**config.mk**
```make
export PLATFORM = sky130hd
export DESIGN_NAME = pipelined_barrel_shifter
export DESIGN_NICKNAME = d
export VERILOG_FILES = /design/src/rtl/shifter_pkg.sv /design/src/rtl/shift_level.sv /design/src/rtl/pipelined_barrel_shifter.sv
export SDC_FILE = /design/constraint.sdc
export NUM_CORES = 1
export LEC_CHECK = 0
export CAP_MARGIN = 25
export CELL_PAD_IN_SITES_DETAIL_PLACEMENT = 0
export CELL_PAD_IN_SITES_GLOBAL_PLACEMENT = 1
export CORE_AREA = 3 3 132 134
export DETAILED_ROUTE_END_ITERATION = 10
export DIE_AREA = 0 0 135 137
export GPL_TIMING_DRIVEN = 0
export PLACE_DENSITY = 0.76
export SETUP_SLACK_MARGIN = 0.02
export SLEW_MARGIN = 20
export SYNTH_ARGS = -nofsm -noshare
export SYNTH_HDL_FRONTEND = slang
export SYNTH_HIERARCHICAL = 1
export SYNTH_SLANG_ARGS = --single-unit
```
**constraint.sdc**
```tcl
create_clock -name clock -period 5.4 [get_ports clock]
set_input_delay 0.81 -clock clock [delete_from_list [all_inputs] [get_ports clock]]
set_output_delay 0.81 -clock clock [all_outputs]
set_load 0.03 [all_outputs]
```
**src/rtl/shifter_pkg.sv**
```systemverilog
// Shared definitions for the pipelined barrel shifter: shift operation
// encodings and the operation type carried down the pipeline.
package shifter_pkg;

    typedef enum logic [1:0] {
        OP_SLL = 2'b00,
        OP_SRL = 2'b01,
        OP_SRA = 2'b10,
        OP_ROL = 2'b11
    } shift_op_t;

endpackage

```
**src/rtl/shift_level.sv**
```systemverilog
// One combinational mux level of the barrel shifter: shifts by SHIFT when en is set.
// Rotate muxing is only built when SHIFTER_ROTATE_EN is defined; otherwise op 11 acts as SLL.
module shift_level
    import shifter_pkg::*;
#(
    parameter int WIDTH = 32,
    parameter int SHIFT = 1
) (
    input  logic [WIDTH-1:0] din,
    input  shift_op_t        op,
    input  logic             en,
    output logic [WIDTH-1:0] dout
);

    always_comb begin
        // NOTE: dout gets a default before the case so no path through this block can infer a latch.
        dout = din;
        if (en) begin
            case (op)
                OP_SRL:  dout = din >> SHIFT;
                OP_SRA:  dout = $signed(din) >>> SHIFT;
`ifdef SHIFTER_ROTATE_EN
                OP_ROL:  dout = {din[WIDTH-SHIFT-1:0], din[WIDTH-1:WIDTH-SHIFT]};
`endif
                default: dout = din << SHIFT;
            endcase
        end
    end

endmodule

```
**src/rtl/pipelined_barrel_shifter.sv**
```systemverilog
// Pipelined SLL/SRL/SRA(/ROL) barrel shifter with valid/ready on both sides and a passthrough tag.
// Define SHIFTER_ROTATE_EN to turn op 11 into rotate-left; otherwise it behaves as SLL.
module pipelined_barrel_shifter
    import shifter_pkg::*;
#(
    parameter int WIDTH     = 32,
    parameter int AMT_W     = $clog2(WIDTH),
    parameter int REG_EVERY = 2,
    parameter int TAG_W     = 5
) (
    input  logic             clock,
    input  logic             reset_n,
    input  logic             flush,
    input  logic             in_valid,
    output logic             in_ready,
    input  logic [WIDTH-1:0] in_data,
    input  logic [AMT_W-1:0] in_amt,
    input  logic [1:0]       in_op,
    input  logic [TAG_W-1:0] in_tag,
    output logic             out_valid,
    input  logic             out_ready,
    output logic [WIDTH-1:0] out_data,
    output logic [TAG_W-1:0] out_tag
);

    localparam int LAT = (AMT_W + REG_EVERY - 1) / REG_EVERY;
    localparam int QN  = (LAT > 1) ? LAT - 1 : 1;

    typedef struct packed {
        logic [WIDTH-1:0] data;
        logic [AMT_W-1:0] amt;
        shift_op_t        op;
        logic [TAG_W-1:0] tag;
    } payload_t;

    payload_t         src [LAT];   // payload entering each stage's mux levels
    payload_t         nxt [LAT];   // payload leaving each stage's mux levels
    payload_t         q   [QN];    // intermediate stage registers
    logic [WIDTH-1:0] lvl_in  [AMT_W];
    logic [WIDTH-1:0] lvl_out [AMT_W];

    logic [LAT-1:0] v, v_next, free, ld;

    assign src[0] = '{data: in_data, amt: in_amt, op: shift_op_t'(in_op), tag: in_tag};

    genvar gi;
    generate
        for (gi = 1; gi < LAT; gi++) begin : g_src
            assign src[gi] = q[gi-1];
        end

        for (gi = 0; gi < AMT_W; gi++) begin : g_lvl
            localparam int S = gi / REG_EVERY;
            if (gi % REG_EVERY == 0) begin : g_head
                assign lvl_in[gi] = src[S].data;
            end else begin : g_chain
                assign lvl_in[gi] = lvl_out[gi-1];
            end
            shift_level #(.WIDTH(WIDTH), .SHIFT(1 << gi)) u_level (
                .din  (lvl_in[gi]),
                .op   (src[S].op),
                .en   (src[S].amt[gi]),
                .dout (lvl_out[gi])
            );
        end

        for (gi = 0; gi < LAT; gi++) begin : g_stage
            localparam int END  = ((gi + 1) * REG_EVERY < AMT_W) ? (gi + 1) * REG_EVERY : AMT_W;
            assign nxt[gi] = '{data: lvl_out[END-1], amt: src[gi].amt, op: src[gi].op, tag: src[gi].tag};

            if (gi < LAT - 1) begin : g_mid
                // NOTE: intermediate data registers carry no reset; their valid bit alone qualifies them.
                always_ff @(posedge clock) begin
                    if (ld[gi]) q[gi] <= nxt[gi];
                end
            end else begin : g_out
                always_ff @(posedge clock or negedge reset_n) begin
                    if (!reset_n) begin
                        out_data <= '0;
                        out_tag  <= '0;
                    end else if (ld[gi]) begin
                        out_data <= nxt[gi].data;
                        out_tag  <= nxt[gi].tag;
                    end
                end
            end
        end
    endgenerate

    // A stage may load when it, or any stage after it, has a hole, or the output drains.
    always_comb begin
        free = '0;
        for (int s = 0; s < LAT; s++) begin
            free[s] = out_ready;
            for (int k = s; k < LAT; k++) begin
                if (!v[k]) free[s] = 1'b1;
            end
        end
    end

    assign in_ready = reset_n & ~flush & free[0];

    always_comb begin
        ld     = '0;
        v_next = v;
        ld[0]  = in_valid & in_ready;
        for (int s = 1; s < LAT; s++) begin
            ld[s] = v[s-1] & free[s];
        end
        for (int s = 0; s < LAT; s++) begin
            if (free[s]) v_next[s] = (s == 0) ? ld[0] : v[s-1];
        end
    end

    always_ff @(posedge clock or negedge reset_n) begin
        // NOTE: sequential state updates use non-blocking assignments only.
        if (!reset_n)   v <= '0;
        else if (flush) v <= '0;
        else            v <= v_next;
    end

    assign out_valid = v[LAT-1];

endmodule

```
# Word-level counts from Yosys, hierarchy flattened
# Memories as Yosys holds them, arrays and structs flattened.
# Index checks and enable logic that the tools add are counted.
# op_classes
reduce_logical	3
n_addsub	0
eq_ne	6
div	0
mux	24
bitwise	6
n_mul	0
magnitude_cmp	0
shifts	0
# op_table
op	n
$pmux W32 S2	5
$mux W32	5
$mux W1	13
$eq A2 B1 Y1 const B	3
$eq A2 B2 Y1 const B	3
$reduce_bool A2 Y1	3
$and A1 B1 Y1	5
$mux W3	1
$not A1 Y1	1
# word_totals
in_bits	49
mem_count	1
romBits	0
ramBits	88
out_inout_bits	39
latchBits	0
ff_bits	40
# memory_table
memory	words	word_bits	read_ports	rd_ports_with_merged_regs	write_ports	line_no	source
q	2	44	2	0	2	pipelined_barrel_shifter.sv:38	payload_t q [QN];

# Depth between registers and ports, before layout
# Gate-level depths: netlist (run 1).
# depth
word_depth	7
mapped_depth	8
ltp_nobuf	7

# Modules after synthesis
# Netlist (run 1), hierarchy kept.
# modules_own_cells
module	instances	cells_each	area_per_inst_um2	seq_area_each_um2
pipelined_barrel_shifter	1	175	4146.5	3463.3
shift_level at g_lvl[4].u_level	1	113	661.9	0.0
shift_level at g_lvl[0].u_level	1	83	643.1	0.0
shift_level at g_lvl[1].u_level	1	84	643.1	0.0
shift_level at g_lvl[2].u_level	1	83	609.3	0.0
shift_level at g_lvl[3].u_level	1	81	579.3	0.0

# Worst setup path after synthesis (run 1)
# Ideal clock, no wire load.
# synth_path
path_kind	input port to flip-flop
start	in out_ready
end	mem q[0][44] (netlist name) (enable)
stages	2
t_arrival_ns	3.801
slack_ns	1.101
t_required_ns	4.901
path_cell_list	nor2b_4 a21boi_0
# synth_lines
element	line_no	source
from (decl)	pipelined_barrel_shifter.sv:21	input logic out_ready,
to (decl)	pipelined_barrel_shifter.sv:38	

# Worst setup path in the final report (run 1)
# layout_path
start	in out_ready
end	out in_ready
# layout_via
elab_chain_cells	4
# layout_rtl
element	line_no	source
$mux W1 (3 in a row)	pipelined_barrel_shifter.sv:96	if (!v[k]) free[s] = 1'b1;
$and A1 B1 Y1	pipelined_barrel_shifter.sv:101	assign in_ready = reset_n & ~flush & free[0];
to (decl)	pipelined_barrel_shifter.sv:15	output logic in_ready,
# Every way passes these cells.

==> results.tsv, run 1 <==
metric	value	unit
Via density	5.694	
Buffers & Inverters on Critical Path	2	
grt ovf	0	
DR WL/cell	18.54	um
synthesized flop and latch total	122	
clock sink count	122	
PwrDens	305.3	nW/um2
final hold violation count	0	
Synth cell types	35	
dpl ws	2108	ps
TritonCTS Buffers	17	
vias	5472	
ratio of cells with drive above 1 in the final layout	18.62	%
largest net degree at the start of global routing	37	
Pleak	3.893	nW
CORE AREA	16410	um2
crit end category	primary output	
ys flop type	edfxtp_1	
register area	3463	um2
first-pass GRT wire length	28280	um
Post-Syn Nets	678	
cts hold-fix bufs	0	
Max Clock Freq	0.3067	GHz
CTS resizes	0	
initial antenna violation count	0	
met3 WL	579	um
Setup crit start kind	input port	
cell repeated most along the worst path	clkdlybuf4s50_1	
CP Cell Sequence	clkdlybuf4s50_1, nor2b_4, a311oi_1, clkdlybuf4s50_1	
I/O Buffers	87	
RSZ-0062 raised after global routing	false	
Residual DRC	0	
Detail Route Antenna Nets	0	
Synth top area share	33.81	%
H-tree lvl count	4	
pins over their slew limit	0	
VDD IR-drop max	0.0001697	V
Initial DRC Count	311	
Post-Synthesis Cells	619	
hold_ws	285.5	ps
total power	2.768	mW
Post-synth ARST share	32.79	%
GRT Overall Usage	19.66	%
syn avg cell area	11.77	um2
DR pass1 iterations	5	
Die Span X	135	um
placed insts	929	
setup TNS	0	ps
largest delay contributor family on the critical path	buffers and inverters	
CP max-delay cell	clkdlybuf4s50_1	
die span in y	137	um
Crit path required time	4590	ps
Setup-failing EPs final	0	
CTS tree	built	
Area Growth Syn to Fin	24.48	%
max-capacitance violation count	0	
CP max FO	6	
worst hold path type	in2async	
post-route minimum period	3261	ps
Clock Tree Buf Depth	2	
DR WL met2	9305	um
clk slew on worst S/H paths	60	ps
Metal-1 WL	7067	um
antenna diode count	0	
Post-DP HPWL	14340	um
worst skew pair latency	400	ps
crit share post-route	60.39	%
Final nets	787	
Placed Area	8504	um2
status	finished clean	
IO Count	88	
# fillers	1368	
# rows	47	
Worst Path Arrival	2450	ps
Syn. warnings	6	
RD Place Congestion	0.8769	
Post-synth EDFFs	82	
Max Used Layer	met4	
clk_skew	6.888	ps
post-CTS setup buffer count	0	
crit-path max cell delay	730	ps
vias in the first global route	5453	
Slew HR	62.76	%
WL final	17810	um
area of the multi-input gates	3294	um2
Layout Cells excl Fill	961	
Core Util, Final	55.26	%
mapped cell area	7283	um2
cell area after layout	9066	um2
CTS root buf	clkbuf_16	
Worst Tran Pin Value	555.9	ps
Yosys top cell by area	edfxtp_1	
final setup margin	2139	ps
Starting Density	44.39	%
top cells by area, synth	edfxtp_1 (34%), dfrtp_1 (14%), a221o_1 (13%)	
WS Path Type	in2out	
sequential share of the synthesized area	47.55	%
die area	18500	um2
worst reg2reg max path: cells and delay by family (launching register included):
kind                     cells  cell delay, ps
adder cells (fa/ha/maj)      1             410
AND/OR/NAND/NOR              2             590
AO/OA/AOI/OAI                2             510
buffers and inverters        1             230
flip-flops                   1             470
final cells by class:
cell class	instances	area share [%]
multi-input combinational	402	36.34
clock inverter	12	0.9246
inverter	36	1.490
timing repair buffer	90	10.30
buffer	59	4.444
tap	220	3.036
sequential	122	38.20
clock buffer	20	5.272
per-layer routing:
layer	vias to the layer above	GRT usage (%)
met1	2579	21.57
met5	-	0
met4	0	10.97
met3	37	3.235
met2	177	36.10
li1	2679	-
Yosys cell counts (4+ instances only):
cell type / count
buf_2: 22
buf_6: 14
nor3_4: 4
mux2_2: 7
clkbuf_1: 20
a32o_1: 5
nor2_1: 32
a22o_1: 15
nand2_1: 42
a31oi_2: 9
o22ai_1: 16
a221o_1: 98
and3_1: 98
inv_2: 4
ha_1: 10
mux2_4: 30
edfxtp_1: 82
a31oi_1: 16
dfrtp_1: 40
inv_1: 32
where the power goes:
group	internal (mW)	switching (mW)	leakage, nW
Sequential	1.08	0.0435	1.26
Clock	0.641	0.406	0.281
Combinational	0.292	0.303	2.35
registers in the layout, summed over array words and instances (netlist names):
signal	count
out_data	32
v	3
out_tag	5
q	82
cell usage in the layout (no fill, tap or decap), types with 3 or more instances in the layout:
master	count
a221o_1	98
a22o_1	15
a31oi_1	16
a31oi_2	9
a32o_1	5
and3_1	98
buf_12	5
buf_2	23
buf_6	14
clkbuf_1	20
clkbuf_16	18
clkdlybuf4s50_1	86
dfrtp_1	40
edfxtp_1	82
ha_1	10
inv_1	32
inv_2	4
inv_4	3
inv_6	3
mux2_2	7
mux2_4	30
nand2_1	42
nor2_1	32
nor3_4	4
o21ai_1	3
o22ai_1	16
final timing paths:
path	startpoint	end	slack, ps	cells after the start
worst max-delay path	out_ready	in_ready	2140	4
worst min-delay path	reset_n	out_tag[2]$_DFFE_PN0P_	290	1
worst max register to register	q[0][6]$_DFFE_PP_	q[0][83]$_DFFE_PP_	3030	6
worst min register to register	q[0][3]$_DFFE_PP_	q[0][47]$_DFFE_PP_	420	0
min in group clock	q[0][3]$_DFFE_PP_	q[0][47]$_DFFE_PP_	420	0
max in group asynchronous	reset_n	out_data[0]$_DFFE_PN0P_	4670	2
logic make-up (layout without fill, tap and decap cells):
logic type / after synthesis / after routing / share of synthesized area, %
multiplexers: 37 / 37 / 7.267
flip-flops: 122 / 122 / 47.55
adder cells (fa/ha/maj): 10 / 10 / 1.718
buffers and inverters: 95 / 217 / 7.387
AND/OR/NAND/NOR: 185 / 185 / 14.52
AO/OA/AOI/OAI: 170 / 170 / 21.56
No activity file was read; power rests on OpenSTA's default activity.
==> run 2: changes to the inputs <==
--- a/config.mk
+++ b/config.mk
@@ -8,11 +8,11 @@
 export CAP_MARGIN = 25
 export CELL_PAD_IN_SITES_DETAIL_PLACEMENT = 0
 export CELL_PAD_IN_SITES_GLOBAL_PLACEMENT = 1
-export CORE_AREA = 3 3 132 134
+export CORE_AREA = 3 3 138 140
 export DETAILED_ROUTE_END_ITERATION = 10
-export DIE_AREA = 0 0 135 137
+export DIE_AREA = 0 0 141 143
 export GPL_TIMING_DRIVEN = 0
-export PLACE_DENSITY = 0.76
+export PLACE_DENSITY = 0.73
 export SETUP_SLACK_MARGIN = 0.02
 export SLEW_MARGIN = 20
 export SYNTH_ARGS = -nofsm -noshare
==> constraint.sdc (replaced) <==
create_clock -name clock -period 2.99 [get_ports clock]
set_input_delay 0.4485 -clock clock [delete_from_list [all_inputs] [get_ports clock]]
set_output_delay 0.4485 -clock clock [all_outputs]
set_load 0.03 [all_outputs]
==> results.tsv, run 2 (synthesis results as in run 1) <==
metric	value	unit	change
status	finished clean		
DR pass1 iterations	7		+2
Layout Cells excl Fill	970		+0.94%
post-CTS setup buffer count	0		unchanged
Setup-failing EPs final	0		unchanged
Area Growth Syn to Fin	25.20	%	
reg2reg end	q[0][70]$_DFFE_PP_		
setup TNS	0	ps	unchanged
Largest regs	q (82), out_data (32), out_tag (5)		
FF-to-FF setup slack	620	ps	-2410 ps
initial antenna violation count	0		unchanged
die span in y	143	um	+4.4%
Worst Tran Pin Value	909.9	ps	+354.0 ps
NetSw	1.361	mW	+81%
WL final	17250	um	-3.2%
placed insts	937		+0.86%
global routing usage on met2	31.22	%	-4.9 points
Internal Pwr Total	3.814	mW	+89%
CORE AREA	17960	um2	+9.5%
GRT Overall Usage	17.20	%	-2.5 points
met3 Usage GRT	2.646	%	-0.59 points
post-route minimum period	2507	ps	
max-capacitance violation count	0		unchanged
Sw Share	26.30	%	-0.89 points
clk slew on worst S/H paths	50	ps	about the same
Pleak	3.904	nW	+0.28%
DR WL/cell	17.78	um	-4.1%
grt ovf	0		unchanged
Worst Path Arrival	2660	ps	+210 ps
clk_skew	6.212	ps	-0.6757 ps
RD Place Congestion	0.9143		+4.3%
hold depth	0		
H-tree lvl count	4		unchanged
IO Count	88		unchanged
hold path start	q[0][11]$_DFFE_PP_		
clock network fraction of design power	40.0	%	+2.2 points
Starting Density	40.54	%	-3.8 points
I/O Buffers	87		unchanged
CTS root buf	clkbuf_16		
busiest grt layer	met2		
Detail Route Antenna Nets	0		unchanged
Max Clock Freq	0.3988	GHz	
CP max FO	10		+4
Critical R2R Launch	q[0][5]$_DFFE_PP_		
TritonCTS Buffers	17		unchanged
Initial DRC Count	290		-6.8%
crit share post-route	83.86	%	
met1 GRT Util	19.71	%	-1.9 points
die area	20160	um2	+9.0%
Crit path required time	3140	ps	-1450 ps
PwrDens	567.5	nW/um2	+86%
Die Span X	141	um	+4.4%
final hold violation count	0		unchanged
crit end category	flip-flop		
Slew HR	39.34	%	-23 points
antenna diode count	0		unchanged
worst hold path type	reg2reg		
Post-DP HPWL	13620	um	-5.0%
Residual DRC	0		unchanged
Core Util, Final	50.76	%	-4.5 points
vias in the first global route	5534		+1.5%
RSZ-0062 raised after global routing	false		
hold-critical path endpoint	q[0][55]$_DFFE_PP_		
vias	5580		+2.0%
Via density	5.753		+1.0%
# rows	49		+4.3%
worst skew pair latency	410	ps	about the same
combinational power share	20.7	%	-0.8 points
ratio of cells with drive above 1 in the final layout	18.49	%	-0.13 points
max reg flops	82		unchanged
Flop pwr share	39.3	%	-1.4 points
first-pass GRT wire length	27850	um	-1.5%
most frequent cells in the layout	and3_1 (98), a221o_1 (98), clkdlybuf4s50_1 (85)		
CTS tree	built		
Final nets	787		unchanged
Setup crit start kind	input port		
pins over their slew limit	0		unchanged
largest net degree at the start of global routing	43		+16%
VDD IR-drop max	0.0004176	V	+150%
clock sink count	122		unchanged
Clock Tree Buf Depth	2		unchanged
WS Path Type	in2reg		
most flop-heavy register	q		
reg2reg path depth	7		+1
hold_ws	417.4	ps	+131.9 ps
run 2: cell types whose count changed in the layout (fill, tap and decap cells not counted), moves of 2 or more:
cell	before	now
clkinvlp_4	1	5
inv_4	3	0
inv_6	3	1
bufinv_16	0	3
run 2: final cells by class:
type                    count  area (um2)
inverters                  36       135.1
repair buffers             90       925.9
clock inverters            14       171.4
well taps                 229       286.5
clock buffers              18       439.2
flip-flops and latches    122        3463
multi-input cells         402        3294
fillers                  1521        8845
plain buffers              59       402.9
run 2: power by group through the flow:
stage	Sequential (mW)	Clock, mW	Combinational [mW]
floorplan	2.21	0	0.522
global placement	2.06	0	1.05
detailed placement	2.07	0	1.07
CTS	2.03	2.11	1.07
global route	2.05	2.20	1.15
finish	2.03	2.07	1.07
run 2: worst max path at each step:
stage / start / end / slack (ps)
floorplan: v[2]$_DFFE_PN0P_ / q[0][0]$_DFFE_PP_ / 300
global placement: reset_n / q[0][4]$_DFFE_PP_ / -830
detailed placement: in_op[0] / q[0][24]$_DFFE_PP_ / 40
CTS: reset_n / in_ready / 120
global route: reset_n / q[0][24]$_DFFE_PP_ / 290
finish: in_op[0] / q[0][24]$_DFFE_PP_ / 480
run 2: what timing repair did:
| item | 4_1_cts | 5_1_grt |
|---|---|---|
| hold buffers | 1 | 0 |
| gates resized for setup | 0 | 1 |
| endpoints found under the hold margin | 10 | 0 |
| endpoints found under the setup margin | 0 | 1 |
run 2: routing by layer:
metal / up-vias / part of all wire [%]
li1: 2680 / -
met1: 2636 / 42
met2: 216 / 51
met3: 48 / 4.1
met4: 0 / 3.5
met5: - / 0
run 2: critical path, stage by stage:
cell and delay (ps):
clkdlybuf4s50_1 570, inv_1 70, ha_1 410, clkbuf_1 210, and3_1 170, a221o_1 310
and3_1 200, a221o_1 270
run 2: through the flow:
| stage | instance area (um2) | setup WS [ps] | total power, mW |
|---|---|---|---|
| global route | 9119 | 292.2 | 5.391 |
| finish | 9119 | 482.6 | 5.175 |
| detailed placement | 8496 | 38.68 | 3.137 |
| floorplan | 7288 | 297.4 | 2.728 |
| CTS | 9116 | 122.1 | 5.221 |
| global placement | 8446 | -826.7 | 3.106 |
